[src/rtl/pc_fetch_unit.sv]
// pc_fetch_unit: fetch program counter for the IF stage.
// Supplies the fetch address and its incremented value. Handles sequential
// increment, stall hold, and jump/branch redirect with bubble insertion.
// A redirect target that is not word aligned traps to TRAP_VECTOR.
// All state changes on the falling clock edge, as the pipeline registers do.
module pc_fetch_unit #(
  parameter logic [31:0] RESET_PC     = 32'h0000_0000,
  parameter logic [31:0] TRAP_VECTOR  = 32'h0000_0100,
  parameter logic [31:0] INC          = 32'd4,
  parameter int          FLUSH_CYCLES = 1
) (
  input  logic        clk,
  input  logic        reset,
  input  logic        stall,
  input  logic        branch_taken,
  input  logic [31:0] branch_target,
  input  logic        jump,
  input  logic [31:0] jump_target,
  output logic [31:0] pc_out,
  output logic [31:0] pcinc_out,
  output logic        valid,
  output logic        flush,
  output logic        misaligned,
  output logic [15:0] stall_cycles
);

  localparam logic [1:0] S_BOOT  = 2'd0;
  localparam logic [1:0] S_RUN   = 2'd1;
  localparam logic [1:0] S_STALL = 2'd2;
  localparam logic [1:0] S_FLUSH = 2'd3;

  // Bubble counter reload value: FLUSH_CYCLES bubbles means FLUSH_CYCLES-1
  // further edges after the one that accepted the redirect.
  localparam logic [2:0] FLUSH_LOAD = 3'(FLUSH_CYCLES - 1);

  logic [1:0]  state_reg, state_next;
  logic [31:0] pc_reg, pc_next;
  logic        valid_reg, valid_next;
  logic        flush_reg, flush_next;
  logic        mis_reg, mis_next;
  logic [2:0]  cnt_reg, cnt_next;
  logic [15:0] sc_reg, sc_next;

  logic        redirect;
  logic [31:0] target;
  logic        target_bad;
  logic [31:0] redirect_pc;

  // Jump outranks a taken branch; an unaligned target goes to the trap vector.
  always_comb begin
    redirect    = jump | branch_taken;
    target      = jump ? jump_target : branch_target;
    target_bad  = (target[1:0] != 2'b00);
    redirect_pc = target_bad ? TRAP_VECTOR : target;
  end

  // Next-state logic: redirect beats stall, stall beats increment.
  always_comb begin
    state_next = state_reg;
    pc_next    = pc_reg;
    valid_next = valid_reg;
    flush_next = 1'b0;
    mis_next   = 1'b0;
    cnt_next   = cnt_reg;
    sc_next    = sc_reg;

    case (state_reg)
      S_BOOT: begin
        // RESET_PC becomes the first real fetch; inputs are ignored here.
        state_next = S_RUN;
        valid_next = 1'b1;
      end

      S_RUN, S_STALL: begin
        if (state_reg == S_STALL && sc_reg != 16'hFFFF) begin
          sc_next = sc_reg + 16'd1;
        end
        if (redirect) begin
          pc_next    = redirect_pc;
          mis_next   = target_bad;
          flush_next = 1'b1;
          valid_next = 1'b0;
          cnt_next   = FLUSH_LOAD;
          state_next = S_FLUSH;
        end else if (state_reg == S_STALL) begin
          // Leaving STALL holds pc for one more edge; increment resumes after.
          if (!stall) begin
            state_next = S_RUN;
          end
        end else if (stall) begin
          state_next = S_STALL;
        end else begin
          pc_next = pc_reg + INC;
        end
      end

      S_FLUSH: begin
        if (redirect) begin
          pc_next    = redirect_pc;
          mis_next   = target_bad;
          flush_next = 1'b1;
          cnt_next   = FLUSH_LOAD;
        end else if (cnt_reg == 3'd0) begin
          // Target becomes the first valid fetch; stall only matters on exit.
          valid_next = 1'b1;
          state_next = stall ? S_STALL : S_RUN;
        end else begin
          cnt_next = cnt_reg - 3'd1;
        end
      end

      default: begin
        state_next = S_BOOT;
      end
    endcase
  end

  // State registers, updated on the falling edge; reset acts immediately.
  always_ff @(negedge clk or posedge reset) begin
    if (reset) begin
      state_reg <= S_BOOT;
      pc_reg    <= RESET_PC;
      valid_reg <= 1'b0;
      flush_reg <= 1'b0;
      mis_reg   <= 1'b0;
      cnt_reg   <= 3'd0;
      sc_reg    <= 16'd0;
    end else begin
      state_reg <= state_next;
      pc_reg    <= pc_next;
      valid_reg <= valid_next;
      flush_reg <= flush_next;
      mis_reg   <= mis_next;
      cnt_reg   <= cnt_next;
      sc_reg    <= sc_next;
    end
  end

  // Output mapping; pcinc_out wraps modulo 2^32.
  always_comb begin
    pc_out       = pc_reg;
    pcinc_out    = pc_reg + INC;
    valid        = valid_reg;
    flush        = flush_reg;
    misaligned   = mis_reg;
    stall_cycles = sc_reg;
  end

endmodule

[config.mk]
export PLATFORM = sky130hd
export DESIGN_NAME = pc_fetch_unit
export DESIGN_NICKNAME = d
export VERILOG_FILES = /design/src/rtl/pc_fetch_unit.sv
export SDC_FILE = /design/constraint.sdc
export NUM_CORES = 1
export LEC_CHECK = 0
export BUFFER_PORTS_ARGS = -buffer_cell sky130_fd_sc_hd__clkbuf_2
export CAP_MARGIN = 0
export CORE_MARGIN = 4
export CORE_UTILIZATION = 54
export CTS_BUF_LIST = sky130_fd_sc_hd__clkbuf_16
export DETAILED_ROUTE_END_ITERATION = 6
export GPL_ROUTABILITY_DRIVEN = 0
export PLACE_DENSITY_LB_ADDON = 0.3
export SKIP_CTS_REPAIR_TIMING = 1
export SLEW_MARGIN = 15
export SYNTH_ARGS = -nofsm -noshare
export SYNTH_HDL_FRONTEND = slang
export SYNTH_SLANG_ARGS = --single-unit
[constraint.sdc]
create_clock -name clk -period 4.42 [get_ports clk]
set_input_delay 0.221 -clock clk [delete_from_list [all_inputs] [get_ports clk]]
set_output_delay 0.221 -clock clk [all_outputs]
set_load 0.1 [all_outputs]
* Yosys cells after proc, flatten, opt, wreduce, memory -nomap -nowiden *
Index checks and enable logic that the tools add are counted.

storage, ports and cells
  register bits after elaboration = 56
  bits in latches = 0
  bits in writable memories = 0
  bits in read-only memories = 0
  output and inout bits = 83
  logic and storage cells = 63
  memories kept = 0

operators by class
  add/sub/neg operators = 3
  multiply operators = 0
  divide/modulo/power cells = 0
  magnitude comparators = 0
  equal/unequal tests = 13
  shift operators = 0
  mux-type cells = 27
  bitwise gates (word level) = 1
  reductions and logical operators = 12

operator list
  operator                                          count
  two-way mux 32 bit                                6
  one-hot mux 32 bit (2 select lines)               1
  adder 32 x 3 -> 32 bit, second input constant     1
  adder 16 x 1 -> 16 bit, second input constant     1
  inequality test 16 bit, second input constant     1
  two-way mux 2 bit                                 7
  two-way mux 3 bit                                 3
  inequality test 3 bit, second input constant      3
  inequality test 2 bit, second input constant      4
  inequality test 4 bit, second input constant      2
  AND reduction 4 bit                               2
  two-way mux 1 bit                                 7
  one-hot mux 2 bit (3 select lines)                1
  one-hot mux 3 bit (2 select lines)                1
  AND reduction 3 bit                               2
  == test 2 bit, second input constant              2
  nonzero test 2 bit                                2
  logical NOT 3 bit                                 1
  one-hot mux 1 bit (3 select lines)                1
  OR reduction 3 bit                                1
  subtractor 3 x 1 -> 3 bit, second input constant  1
  == test 2 x 1 -> 1 bit, second input constant     1
  logical NOT 2 bit                                 1
  AND reduction 2 bit                               1
  3 further kinds                                   3

* Logic depth before layout (Yosys ltp) *
  depth in word-level cells = 5
  gate-level depth with buffers = 9

==> summary.md <==
| Metric | Value |
|---|---|
| Reg2reg path depth | 6 |
| RSZ-0062 raised after global routing | yes |
| Share of the synthesized area in the top cell type | 0.337 |
| Final setup TNS | -10360 ps |
| Met3 WL | 3.62 mm |
| CTS H-tree depth | 2 |
| CTS root buf | clkbuf_16 |
| Dpl hpwl | 12.4 mm |
| Share of layout cells above drive strength 1 | 0.501 |
| Max FFs per register | 32 |
| Placeable Area | 0.00737 sq mm |
| CTS tree | done |
| Syn Inst Count | 476 |
| Post-Syn Nets | 556 |
| # IOs | 152 |
| ANT nets after route | 0 |
| WS Path Type | reg -> out |
| Largest area contributor in the netlist | dfrtn_1 |
| Die Wd | 95.7 um |
| Initial antenna violation count | 0 |
| Max FO, Critical Path | 6 |
| Worst setup SP type | flip-flop |
| Met2 WL post-DR | 10.2 mm |
| Violated checks | design-rule violations, negative setup slack |
| Ys async rst share | 1.00 |
| Number of max-cap violations | 0 |
| First-pass GRT wire length | 27.0 mm |
| Initial core utilization | 0.564 |
| Diode count | 0 |
| Setup Skew | 8.26 ps |
| Fin cells | 798 |
| # DRC | 111 |
| Inst Count DP | 753 |
| Critical Path AT | 4800 ps |
| Fin. Hold Viols | 0 |
| Drt wl/cell | 30.1 um |
| Die Y | 95.7 um |
| Number of DRC markers in iteration 0 | 1430 |
| Top post-synthesis cells by count | dfrtn_1 (56), o21ai_0 (40), nor2_1 (38) |
| Row count | 31 |
| Vias in the first global route | 5200 |
| Via Count | 6019 |
| Distinct cells, synth | 62 |
| Final worst slack | -601 ps |
| Pins over their slew limit | 0 |
| Worst skew pair latency | 340 ps |
| Worst slew margin | 0.0328 |
| Total Wirelength | 24.1 mm |
| Status | complete, but fails checks |
| DR vias/cell | 7.54 |
| Final Setup Violations | 30 |
| Tightest Pin Transition | 1450 ps |
| PortBufs | 151 |
| Top sig layer | met4 |
| Overall Global Routing Usage | 0.388 |
| Clk buf depth | 2 |
| Fin nets | 778 |
| Top_reg_cell synth | dfrtn_1 |
| Clock slew at reported path FFs | 60 ps |
| # fillers | 230 |
| M1 WL | 7.14 mm |
| Post-synth EDFFs | 0 |
| Most frequent cell after synthesis | dfrtn_1 |
| WHS Path Cells | 1 |
| Clock sink count | 56 |
| Synthesized area | 0.00416 sq mm |
| Largest net degree at the start of global routing | 30 |
| Die ar. | 0.00917 sq mm |
| Sequential element share of the synthesized area | 0.337 |
| Global route overflow | 0 |
| Area grow syn2layout | 66.5% |
| CP endpoint kind | output pin |
| Mapped Avg Cell Area | 8.73 sq um |
| Number of buffers created by CTS | 5 |
| Dominant cells by area after synthesis | dfrtn_1 (34%), xor2_1 (4.8%), o21ai_0 (4.8%), a21oi_1 (4.5%), xnor2_1 (4.0%) |
| Required @ worst endpoint | 4200 ps |
| Synth Register Bits | 56 |
| Worst Hold Class | reg -> reg |
| Drt first pass iters | 7 |
| Syn. warnings | 0 |
| Hold WS | 469 ps |
[through the flow]
stage	setup slack [ps]	instance area [sq um]	utilization
after floorplan	-1030	4870	-
after global placement	46.1	6370	0.864
after detailed placement	-46.0	6370	0.864
after CTS	-409	6520	0.885
after global routing	-651	6920	0.940
final	-601	6920	0.940
[worst paths after layout]
kind,from,end,slack (ps)
max,pc_out[4],pcinc_out[31],-600
min,pc_out[1],pc_out[1],470
max reg2reg,state_reg[1],pc_out[23],1650
min reg2reg,pc_out[1],pc_out[1],470
max in group asynchronous,reset,stall_cycles[7],1680
min in group asynchronous,reset,pc_out[31],2070
[cell usage in the layout, fill, tap and decap left out, drive strengths merged, types with 16 or more instances in the layout]
master and n:
clkbuf 130, buf 120, dfrtn 56, o21ai 40, a21oi 38, nor2 38, nand2 35, xor2 24
xnor2 19, inv 18, nand3 17, mux2i 16, nand4 16
[cell families after synthesis]
group | Yosys count | share of synthesized area
buffers and inverters | 46 | 0.0512
multiplexers | 30 | 0.0764
XOR/XNOR | 43 | 0.0924
adder cells (fa/ha/maj) | 11 | 0.0331
flip-flops | 56 | 0.337
AO/OA/AOI/OAI | 126 | 0.189
AND/OR/NAND/NOR | 164 | 0.221
[routing by layer]
| metal | track usage | vias up |
|---|---|---|
| li1 | - | 2168 |
| met1 | 0.440 | 2647 |
| met2 | 0.643 | 834 |
| met3 | 0.0993 | 370 |
| met4 | 0.255 | 0 |
| met5 | 0 | - |
[final cells by class]
cell class                 count  area, sq um  area share
multi-input combinational    374         3260       0.470
timing repair buffer         245         1930       0.279
sequential                    56         1400       0.202
clock buffer                   5          125      0.0181
tap                           99          124      0.0179
inverter                      16         60.1     0.00867
clock inverter                 3         26.3     0.00379
[worst max-delay path, cell delays in order (launching register included)]
cell	delay (ps)
dfrtn_1	570
buf_6	170
and4_4	250
nand3_4	180
nor4_2	360
and4_4	330
xor2_4	190
buf_12	190
Power is left out: the tool's default activity adds up to more than one toggle a clock period on the data nets, which glitch-free logic cannot reach.
